==> config.mk <==
export PLATFORM = sky130hd
export DESIGN_NAME = pkt_framer
export DESIGN_NICKNAME = d
export VERILOG_FILES = /design/src/rtl/pkt_framer_pkg.sv /design/src/rtl/pkt_framer_ch.sv /design/src/rtl/pkt_framer.sv
export SDC_FILE = /design/constraint.sdc
export NUM_CORES = 1
export LEC_CHECK = 0
export BUFFER_PORTS_ARGS = -buffer_cell sky130_fd_sc_hd__buf_2
export CAP_MARGIN = 20
export CORE_AREA = 4 4 75 94
export DETAILED_ROUTE_END_ITERATION = 10
export DIE_AREA = 0 0 79 98
export PLACE_DENSITY = 0.84
export REMOVE_ABC_BUFFERS = 1
export SLEW_MARGIN = 20
export SYNTH_ARGS = -nofsm -noshare
export SYNTH_HDL_FRONTEND = slang
export SYNTH_HIERARCHICAL = 1
export SYNTH_SLANG_ARGS = --single-unit
==> constraint.sdc <==
create_clock -name clk -period 5.7 [get_ports clk]
set_input_delay 0 -clock clk [delete_from_list [all_inputs] [get_ports clk]]
set_output_delay 0 -clock clk [all_outputs]
set_load 0.02 [all_outputs]
==> src/rtl/pkt_framer_pkg.sv <==
// Shared types for the multi-channel packet framer.
// Channel state encoding, length width and per-beat action bundle.
package pkt_framer_pkg;

    localparam int LEN_W = 8;

    typedef enum logic [2:0] {
        ST_IDLE = 3'd0,
        ST_HEAD = 3'd1,
        ST_DATA = 3'd2,
        ST_TAIL = 3'd3,
        ST_DROP = 3'd4
    } ch_state_e;

    // What the addressed channel wants done with the current beat.
    typedef struct packed {
        logic fwd;
        logic sop;
        logic eop;
        logic err;
        logic ev;
    } ch_act_t;

endpackage

==> src/rtl/pkt_framer_ch.sv <==
// One framing channel: packet FSM plus beat length counter.
// The beat action is combinational; state advances only when sel is high.
module pkt_framer_ch
    import pkt_framer_pkg::*;
#(
    parameter int MAX_LEN = 8
) (
    input  logic      clk,
    input  logic      reset,
    input  logic      sel,
    input  logic      head,
    input  logic      tail,
    output ch_state_e state,
    output ch_act_t   act
);

    ch_state_e        state_q;
    ch_state_e        state_d;
    logic [LEN_W-1:0] len_q;
    logic [LEN_W-1:0] len_d;
    logic [LEN_W-1:0] len_inc;

    assign len_inc = len_q + 1'b1;

    always_comb begin
        state_d = state_q;
        len_d   = len_q;
        act     = '0;
        case (state_q)
            ST_HEAD, ST_DATA: begin
                act.fwd = 1'b1;
                len_d   = len_inc;
                if (tail) begin
                    act.eop = 1'b1;
                    state_d = ST_TAIL;
                end else if (head) begin
                    act.eop = 1'b1;
                    act.err = 1'b1;
                    act.ev  = 1'b1;
                    state_d = ST_IDLE;
                end else if (len_inc == LEN_W'(MAX_LEN)) begin
                    act.eop = 1'b1;
                    act.err = 1'b1;
                    act.ev  = 1'b1;
                    state_d = ST_DROP;
                end else begin
                    state_d = ST_DATA;
                end
            end
            default: begin
                // IDLE, TAIL and DROP all restart cleanly on a head
                if (head) begin
                    act.fwd = 1'b1;
                    act.sop = 1'b1;
                    act.eop = tail;
                    len_d   = LEN_W'(1);
                    state_d = tail ? ST_TAIL : ST_HEAD;
                end else if (state_q == ST_DROP) begin
                    if (tail) begin
                        state_d = ST_IDLE;
                    end
                end else begin
                    act.ev  = 1'b1;
                    state_d = ST_IDLE;
                end
            end
        endcase
        if (!sel) begin
            state_d = state_q;
            len_d   = len_q;
        end
    end

    always_ff @(posedge clk) begin
        if (reset) begin
            state_q <= ST_IDLE;
            len_q   <= '0;
        end else begin
            state_q <= state_d;
            len_q   <= len_d;
        end
    end

    assign state = state_q;

endmodule

==> src/rtl/pkt_framer.sv <==
// Multi-channel packet framer with a single registered output stage.
// Define PKT_FRAMER_ERR_COUNT_EN to build the saturating error counter.
module pkt_framer
    import pkt_framer_pkg::*;
#(
    parameter int  NUM_CH  = 4,
    parameter int  DATA_W  = 8,
    parameter int  MAX_LEN = 8,
    localparam int CH_W    = (NUM_CH > 1) ? $clog2(NUM_CH) : 1
) (
    input  logic                clk,
    input  logic                reset,
    input  logic                in_valid,
    input  logic                in_head,
    input  logic                in_tail,
    input  logic [CH_W-1:0]     in_ch,
    input  logic [DATA_W-1:0]   in_data,
    output logic                in_ready,
    output logic                out_valid,
    output logic                out_sop,
    output logic                out_eop,
    output logic                out_err,
    output logic [CH_W-1:0]     out_ch,
    output logic [DATA_W-1:0]   out_data,
    input  logic                out_ready,
    output logic [3*NUM_CH-1:0] state_vec,
    output logic [15:0]         err_count
);

    ch_state_e         ch_state [NUM_CH];
    ch_act_t           ch_act   [NUM_CH];
    logic [NUM_CH-1:0] ch_sel;
    ch_act_t           act;
    logic              ch_ok;
    logic              accept;
    logic              load;
    logic              err_ev;

    logic              out_valid_q, out_valid_d;
    logic              out_sop_q, out_sop_d;
    logic              out_eop_q, out_eop_d;
    logic              out_err_q, out_err_d;
    logic [CH_W-1:0]   out_ch_q, out_ch_d;
    logic [DATA_W-1:0] out_data_q, out_data_d;

    assign in_ready = reset | ~out_valid_q | out_ready;
    assign accept   = in_valid & in_ready & ~reset;
    assign ch_ok    = int'(in_ch) < NUM_CH;

    for (genvar i = 0; i < NUM_CH; i++) begin : g_ch
        assign ch_sel[i] = accept & (in_ch == CH_W'(i));

        pkt_framer_ch #(
            .MAX_LEN(MAX_LEN)
        ) u_ch (
            .clk  (clk),
            .reset(reset),
            .sel  (ch_sel[i]),
            .head (in_head),
            .tail (in_tail),
            .state(ch_state[i]),
            .act  (ch_act[i])
        );

        assign state_vec[3*i +: 3] = ch_state[i];
    end

    // Out-of-range channels are swallowed and flagged as orphans.
    always_comb begin
        act = '0;
        for (int i = 0; i < NUM_CH; i++) begin
            if (in_ch == CH_W'(i)) begin
                act = ch_act[i];
            end
        end
        if (!ch_ok) begin
            act    = '0;
            act.ev = 1'b1;
        end
    end

    assign load   = accept & act.fwd;
    assign err_ev = accept & act.ev;

    always_comb begin
        out_valid_d = out_valid_q & ~out_ready;
        out_sop_d   = out_sop_q;
        out_eop_d   = out_eop_q;
        out_err_d   = out_err_q;
        out_ch_d    = out_ch_q;
        out_data_d  = out_data_q;
        if (load) begin
            out_valid_d = 1'b1;
            out_sop_d   = act.sop;
            out_eop_d   = act.eop;
            out_err_d   = act.err;
            out_ch_d    = in_ch;
            out_data_d  = in_data;
        end
    end

    always_ff @(posedge clk) begin
        if (reset) begin
            out_valid_q <= 1'b0;
            out_sop_q   <= 1'b0;
            out_eop_q   <= 1'b0;
            out_err_q   <= 1'b0;
            out_ch_q    <= '0;
            out_data_q  <= '0;
        end else begin
            out_valid_q <= out_valid_d;
            out_sop_q   <= out_sop_d;
            out_eop_q   <= out_eop_d;
            out_err_q   <= out_err_d;
            out_ch_q    <= out_ch_d;
            out_data_q  <= out_data_d;
        end
    end

    assign out_valid = out_valid_q;
    assign out_sop   = out_sop_q;
    assign out_eop   = out_eop_q;
    assign out_err   = out_err_q;
    assign out_ch    = out_ch_q;
    assign out_data  = out_data_q;

`ifdef PKT_FRAMER_ERR_COUNT_EN
    logic [15:0] err_cnt_q;
    logic [15:0] err_cnt_d;

    always_comb begin
        err_cnt_d = err_cnt_q;
        if (err_ev && err_cnt_q != 16'hFFFF) begin
            err_cnt_d = err_cnt_q + 16'd1;
        end
    end

    always_ff @(posedge clk) begin
        if (reset) begin
            err_cnt_q <= '0;
        end else begin
            err_cnt_q <= err_cnt_d;
        end
    end

    assign err_count = err_cnt_q;
`else
    logic unused_err_ev;
    assign unused_err_ev = err_ev;
    assign err_count     = '0;
`endif

endmodule
# ---- After elaboration in Yosys (flattened, before gate mapping)
# Index checks and enable logic that the tools add are counted.
dict set report classes {
  n_addsub 4
  muxes 81
  reduce_logical 17
  n_eq_ne 23
  n_mul 0
  bitwise 13
  div 0
  n_lt_le_gt_ge 0
  shift 0
}
# cell count
set op_table {}
lappend op_table {{3-bit 2-to-1 mux} 34}
lappend op_table {{8-bit 2-to-1 mux} 5}
lappend op_table {{1-bit 2-to-1 mux} 33}
lappend op_table {{8-bit by 1-bit adder with 8-bit output (second input constant)} 4}
lappend op_table {{8-bit by 4-bit == test with 1-bit output (second input constant)} 4}
lappend op_table {{5-bit 2-to-1 mux} 4}
lappend op_table {{4-bit inequality test (second input constant)} 4}
lappend op_table {{2-bit AND reduction} 8}
lappend op_table {{3-bit by 1-bit == test with 1-bit output (second input constant)} 4}
lappend op_table {{3-bit by 2-bit == test with 1-bit output (second input constant)} 4}
lappend op_table {{3-bit == test (second input constant)} 4}
lappend op_table {{2-bit 2-to-1 mux} 5}
lappend op_table {{1-bit AND} 8}
lappend op_table {{2-bit nonzero test} 4}
lappend op_table {{2-bit OR reduction} 4}
lappend op_table {{2-bit == test (second input constant)} 2}
lappend op_table {{1-bit inverter} 3}
lappend op_table {{2-bit by 1-bit == test with 1-bit output (second input constant)} 1}
lappend op_table {{2-bit zero test} 1}
lappend op_table {{1-bit OR} 2}
dict set report word_totals {
  out_inout_bits 43
  latch_bits 0
  input_bits 16
  elab_cells 152
  register_bits 58
  mem_bits_ro 0
  n_memories 0
  ram_bits 0
}

# ---- Logic depth before layout (Yosys ltp)
# Gate-level depths: netlist of the first run.
dict set report depth {
  depth_word 12
  mapped_depth 9
  ltp_nobuf 7
}

# ---- Modules after synthesis
# Netlist of the first run, hierarchy kept.
# module seq_area_each_um2 instances area_each_um2 cells_per_inst
set modules_own_cells {}
lappend modules_own_cells {pkt_framer_ch 220.2 4 710.7 95}
lappend modules_own_cells {pkt_framer 280.3 1 872.1 77}

# ---- Worst setup path after synthesis of the first run
# OpenSTA, ideal clock, no wires.
dict set report synth_timing {
  path_type {register to register}
  start {register g_ch[3].u_ch.state_q[0]}
  end {register out_ch_q[1] (netlist: out_ch[1])}
  arrival_ps 2211
  slack_ps 3368
  t_required_ps 5579
  path_buffers 1
  period_less_slack_ps 2332
  setup_ps 121
  stages_incl_launch_ff 8
  cell_sequence {dfxtp_1 -> xnor2_2 -> nor2_1 -> or2_2 -> mux4_2 -> nand3_4 -> buf_12 -> mux2_4}
}
# element line_no
set synth_lines {}
lappend synth_lines {{start: declaration} pkt_framer_ch.sv:17} ;# ch_state_e state_q;
lappend synth_lines {{start signal: assignment} pkt_framer_ch.sv:79} ;# state_q <= state_d;
lappend synth_lines {{end signal: assignment} pkt_framer.sv:115} ;# out_ch_q <= out_ch_d;
lappend synth_lines {{end: declaration} pkt_framer.sv:43} ;# logic [CH_W-1:0] out_ch_q, out_ch_d;

# ---- Worst setup path in the final report of the first run
dict set report layout_timing {
  start {register out_valid_q (netlist: out_valid)}
  end {register g_ch[0].u_ch.len_q[7]}
}
dict set report layout_via {
  elab_chain_len 7
}
# element line_no
set layout_lines {}
lappend layout_lines {{start: declaration} pkt_framer.sv:39} ;# logic out_valid_q, out_valid_d;
lappend layout_lines {{start signal: assignment} pkt_framer.sv:111} ;# out_valid_q <= out_valid_d;
lappend layout_lines {{1-bit inverter} pkt_framer.sv:46} ;# assign in_ready = reset | ~out_valid_q | out_ready;
lappend layout_lines {{1-bit OR (2 in series)} pkt_framer.sv:46}
lappend layout_lines {{1-bit AND (2 in series)} pkt_framer.sv:47} ;# assign accept = in_valid & in_ready & ~reset;
lappend layout_lines {{1-bit AND} pkt_framer.sv:51} ;# assign ch_sel[i] = accept & (in_ch == CH_W'(i));
lappend layout_lines {{net ch_sel[0]} pkt_framer.sv:32} ;# logic [NUM_CH-1:0] ch_sel;
lappend layout_lines {{2-bit AND reduction (no line)} n/a}
lappend layout_lines {{end signal: assignment} pkt_framer_ch.sv:80} ;# len_q <= len_d;
lappend layout_lines {{end: declaration} pkt_framer_ch.sv:19} ;# logic [LEN_W-1:0] len_q;
# The timed path passes the listed nets, and every way through them passes these cells.
# A chain may end at the register's enable or synchronous reset.

==> impl_results.md, run 1 <==
* Least-Margin Pin Slew at 0.7210 ns
* Vias/cell at 5.821
* Gr ovfl total at 0
* Sw Ratio at 0.2568
* Max clock buf depth at 2
* Reg power frac at 0.482
* Syn Inst Count at 429
* Startpoint Class: register
* Maxcap violations at 0
* Area Growth Syn to Fin at 10.53%
* CTS tree: built
* Outcome: complete, no violations
* Core Rows at 32
* Pre-antenna DRT Iters at 4
* Min Hold Slack at 0.03982 ns
* Final Hold Viols at 0
* RSZ-0062 raised after global routing: false
* # diodes at 0
* Hold Crit Class: input pin to register
* VDD IR max at 0.1651 mV
* Post-CTS Setup Inserts at 0
* Avg Cell Area, Syn at 8.251 sq um
* DRC Markers at 0
* Starting Density at 0.5741
* First-pass GRT wire length at 12.92 mm
* Fin crit share at 0.4503
* Initial antenna violation count at 0
* Layout cells sized above 1 at 0.1884
* PD cells at 222.8 nW/um^2
* Final Setup Violations at 0
* Pint at 0.0006477 W
* Post-DRT Antenna Nets at 0
* YS warnings at 6
* Hold Buf Count CTS at 8
* Top Ports at 59
* Htree depth at 3
* Largest net degree at the start of global routing at 60
* Crit end category: register
* Core ar. at 6166 sq um
* CP max FO at 11
* Layout Nets at 482
* Sequential Area at 1161 sq um
* Detailed Place HPWL at 5.205 mm
* Clock slew at reported path FFs at 0.06 ns
* Initial DRC count at 198
* Total CTS buffers at 9
* Tmin final at 2.567 ns
* Clk Latency, worst-skew pair at 0.34 ns
* GP Congestion at 0.8569
* F_max at 389.6 MHz
* Input/output buffers at 42
* Synthesized cell area at 3540 sq um
* TritonCTS sink count at 58
* Fin. max-slew vios at 0
* Most common cell after layout, fill and taps aside: dfxtp_1
* Total number of vias at 3213
* Setup Total Neg Slack at 0 ns
* Fill count at 538
* Comb power frac at 0.120
* Multi-input logic area at 2146 sq um
* Sw Pwr at 0.0002239 W
* Resized cells post-CTS at 0
* CP arrival at 2.81 ns
* Clock Skews at 0.008282 ns
* Die area at 7742 sq um
* CP Data Required Time at 5.95 ns
* CTS Root Cell: clkbuf_8
* Total Wirelength at 7.649 mm
* Routed WL per cell at 13.86 microns
* Vias in the first global route at 2957
* Crit path kind: register to register
* Die X at 79 microns
* Pleak at 1.496 nW
* Slew margin rel. at 0.5156
* Die height at 98 microns
* Clock group share of total power at 0.397
* Commonest cells after routing, fill and taps aside: dfxtp_1 (58), a21oi_1 (48), nor2_1 (42), buf_2 (42), nand2_1 (34)
* Tot GR Track Use at 0.2026
==> worst max-delay path: stages (launching register included) <==
cell	delay, ns
dfxtp_1	0.31
nand2b_1	0.20
nand2_1	0.11
nor3_1	0.56
nand2b_1	0.26
nor2_1	0.59
a41oi_1	0.21
a211oi_1	0.23
==> area by class of cell <==
type / instances / share of cell area
multi-input cells: 337 / 0.5484
flip-flops and latches: 58 / 0.2968
repair buffers: 51 / 0.07611
clock buffers: 14 / 0.04413
well taps: 85 / 0.02718
inverters: 5 / 0.004797
clock inverters: 2 / 0.002558
==> power by group through the flow <==
stage | clock network (W) | logic (W) | registers [W]
6_report | 0.000346 | 0.000105 | 0.000420
5_1_grt | 0.000369 | 0.000115 | 0.000421
4_1_cts | 0.000354 | 0.000104 | 0.000420
3_5_place_dp | 0 | 0.0000998 | 0.000429
3_3_place_gp | 0 | 0.0000978 | 0.000429
2_1_floorplan | 0 | 0.0000551 | 0.000438
==> through the flow <==
| stage | total power (W) | worst slack (ns) | utilization | cell area (sq um) | cells |
|---|---|---|---|---|---|
| CTS | 0.0008786 | 3.145 | 0.6345 | 3913 | 552 |
| global route | 0.0009050 | 2.750 | 0.6345 | 3913 | 552 |
| detailed placement | 0.0005290 | 2.843 | 0.5919 | 3650 | 528 |
| global placement | 0.0005266 | 3.073 | 0.5919 | 3650 | 528 |
| finish | 0.0008716 | 3.133 | 0.6345 | 3913 | 552 |
| floorplan | 0.0004932 | 3.373 | - | 3326 | 400 |
==> worst paths after layout <==
path / start / to / slack [ns] / cells after the start
worst max-delay path: out_valid / g_ch[0].u_ch/len_q[7] / 3.13 / 7
worst min-delay path: in_ch[0] / out_ch[0] / 0.04 / 3
worst max register to register: out_valid / g_ch[0].u_ch/len_q[7] / 3.13 / 7
worst min register to register: g_ch[0].u_ch/len_q[7] / g_ch[0].u_ch/len_q[7] / 0.49 / 1
==> metal layers <==
layer	wire length, microns	up-vias	GRT usage	share of wire
li1	-	1586	-	-
met1	3331	1513	0.2464	0.44
met2	3768	102	0.3372	0.49
met3	381	12	0.03413	0.050
met4	167	0	0.1098	0.022
met5	0	-	0	0
==> registers in the layout (all words and copies together), names as in the netlist <==
name and cells:
out_ch 2, out_sop 1, out_data 8, out_err 1, out_valid 1, out_eop 1
g_ch.u_ch/len_q 32, g_ch.u_ch/state 12
(Power assumes the default switching activity.)
==> run 2: changes to the inputs <==
Settings changed: CORE_AREA 4 4 75 94 to 4 4 81 102, DIE_AREA 0 0 79 98 to 0 0 85 106, PLACE_DENSITY 0.84 to 0.76.
Clock period 5.7 ns to 2.1 ns, I/O delays scaled along.
==> run 2 against run 1 <==
Clock skew decreased by 0.0021 ns; die area increased by 16%; core utilization decreased by 5.6 points; critical path depth decreased by 1; first-iteration DRC count decreased by 27%; sequential cell count unchanged; critical path type unchanged; critical endpoint is now out_data[1]; largest power group unchanged.
==> impl_results.md, run 2 (synthesis gave the netlist of run 1 again) <==
* Outcome: complete, no violations
* Crit path kind: register to register
* Post-Layout Cell Count at 594 (+7.6%)
* Pwr Total at 0.002518 W (+190%)
* Htree depth at 3 (unchanged)
* Most common cell after layout, fill and taps aside: dfxtp_1
* Area after DPL at 3921 sq um (+7.4%)
* Fin. max-slew vios at 0 (unchanged)
* Design Area, Final at 4233 sq um (+8.2%)
* F_max at 477.0 MHz (+22%)
* Final Hold Viols at 0 (unchanged)
* CP max FO at 7 (-4)
* Hold Crit Class: input pin to register
* Input/output buffers at 42 (unchanged)
* Starting Density at 0.4840 (-0.09006)
* R2r startpoint: g_ch[3].u_ch/state[0]
* Crit end category: register
* CP arrival at 2.33 ns (-0.48 ns)
* Startpoint Class: register
* Post-CTS Setup Inserts at 0 (unchanged)
* Vias/cell at 5.623 (-3.4%)
* Number of flip-flops in the largest register at 32 (unchanged)
* CP Data Required Time at 2.33 ns (-3.62 ns)
* Total number of vias at 3340 (+4.0%)
* Routed WL per cell at 13.87 microns (about the same)
* # diodes at 0 (unchanged)
* Top Ports at 59 (unchanged)
* Crit-path cells: xnor2_2 -> nor2_1 -> or2_2 -> mux4_2 -> nand3_2 -> mux2_4
* TritonCTS sink count at 58 (unchanged)
* First-pass GRT wire length at 13.85 mm (+7.2%)
* Layout Nets at 518 (+7.5%)
* Pleak at 1.694 nW (+13%)
* Tmin final at 2.096 ns (-0.4701 ns)
* DRC Markers at 0 (unchanged)
* GR Layer Usage met1 at 0.2202 (-0.02614)
* Hold path start: in_ch[1]
* Layout cells sized above 1 at 0.2550 (+0.06654)
* Post-DRT Antenna Nets at 0 (unchanged)
* Largest net degree at the start of global routing at 59 (-1.7%)
* Maxcap violations at 0 (unchanged)
* Largest delay contributor family on the critical path: multiplexers
* Tot GR Track Use at 0.1860 (-0.01659)
* Slew margin rel. at 0.5760 (+0.06039)
* Worst Slack Setup Final at 0.003617 ns (-3.130 ns)
* Cell count after placement at 570 (+8.0%)
* CTS tree: built
* Busiest layer in global routing: met2
* Gr ovfl total at 0 (unchanged)
* Pre-CTS setup slack at 0.002655 ns (-2.841 ns)
* Max clock buf depth at 2 (unchanged)
* Worst Setup SP: g_ch[3].u_ch/state[0]
* Clock Skews at 0.006215 ns (-0.002067 ns)
* Fin crit share at 0.9983 (+0.5480)
* Core ar. at 7313 sq um (+19%)
* Total CTS buffers at 9 (unchanged)
* Clock slew at reported path FFs at 0.06 ns (about the same)
* Detailed Place HPWL at 5.688 mm (+9.3%)
* Initial antenna violation count at 1 (+1)
* Vias in the first global route at 3114 (+5.3%)
* PD cells at 594.9 nW/um^2 (+170%)
* Core Rows at 35 (+9.4%)
* Largest register by flop count: g_ch.u_ch/len_q
* Buf/Inv on CP at 0 (unchanged)
* VDD IR max at 0.3605 mV (+120%)
* Util after Layout at 0.5788 (-0.05575)
* Slowest stage cell, crit path: mux4_2
* Pre-antenna DRT Iters at 4 (unchanged)
* CTS Root Cell: clkbuf_8
* Die area at 9010 sq um (+16%)
* Final Setup Violations at 0 (unchanged)
* Die X at 85 microns (+7.6%)
* Area Growth Syn to Fin at 19.58%
* Clk Latency, worst-skew pair at 0.34 ns (about the same)
* GP Congestion at 0.8575 (about the same)
* RSZ-0062 raised after global routing: true
* Total Wirelength at 8.238 mm (+7.7%)
* Initial DRC count at 144 (-27%)
* Least-Margin Pin Slew at 0.6360 ns (-0.08504 ns)
* GRT met2 Usage at 0.3122 (-0.02500)
* Critical Path Max Stage Delay at 0.54 ns (-0.05 ns)
* Die height at 106 microns (+8.2%)
* GRT met3 Usage at 0.04264 (+0.008503)
* Commonest cells after routing, fill and taps aside: dfxtp_1 (58), a21oi_1 (47), buf_2 (42)
[run 2: cell types whose count changed in the layout (fill, tap and decap cells not counted), sizes merged]
cell    previous run  this run
buf               43        78
bufinv             0         1
clkbuf            14        13
clkinv             2         1
nand3             14        15
[run 2: through the flow]
| step | hold WS (ns) | setup TNS [ns] |
|---|---|---|
| after CTS | 0.01911 | 0 |
| after global routing | 0.05375 | -0.1923 |
| after global placement | 0.2311 | 0 |
| after detailed placement | 0.2319 | 0 |
| final | 0.03065 | 0 |
| after floorplan | 0.06907 | -2.505 |
[run 2: worst paths after layout]
kind	to	slack (ns)	cells after the start
hold / removal	out_ch[1]	0.03	2
setup reg to reg	out_data[1]	0.004	6
setup / recovery	out_data[1]	0.004	6
hold reg to reg	g_ch[0].u_ch/len_q[7]	0.48	1
[run 2: area by class of cell]
type,count,area [sq um]
Tap cell,92,115.1
Multi-Input combinational cell,338,2173
Fill cell,653,3080
Sequential cell,58,1161
Clock inverter,2,35.03
Inverter,5,18.77
Clock buffer,13,168.9
Timing Repair Buffer,86,560.5
[run 2: timing repair]
| action | 4_1_cts | 5_1_grt |
|---|---|---|
| endpoints found under the setup margin | 3 | 12 |
| endpoints found under the hold margin | 8 | 0 |
| hold buffers | 8 | 0 |
| gates resized for setup | 0 | 4 |
| pin swaps | 1 | 0 |
| gates cloned | 1 | 0 |
[run 2: power by group]
part	leakage, nW	internal, W	switching, W
Combinational	1.12	0.000129	0.000185
Clock	0.106	0.000637	0.000429
Sequential	0.469	0.00112	0.0000136
Total	1.69	0.00189	0.000628
[run 2: per-layer routing]
layer | part of all wire | up-vias
met1 | 0.44 | 1569
met4 | 0.023 | 2
met2 | 0.48 | 86
li1 | - | 1669
met5 | 0.0016 | -
met3 | 0.056 | 14
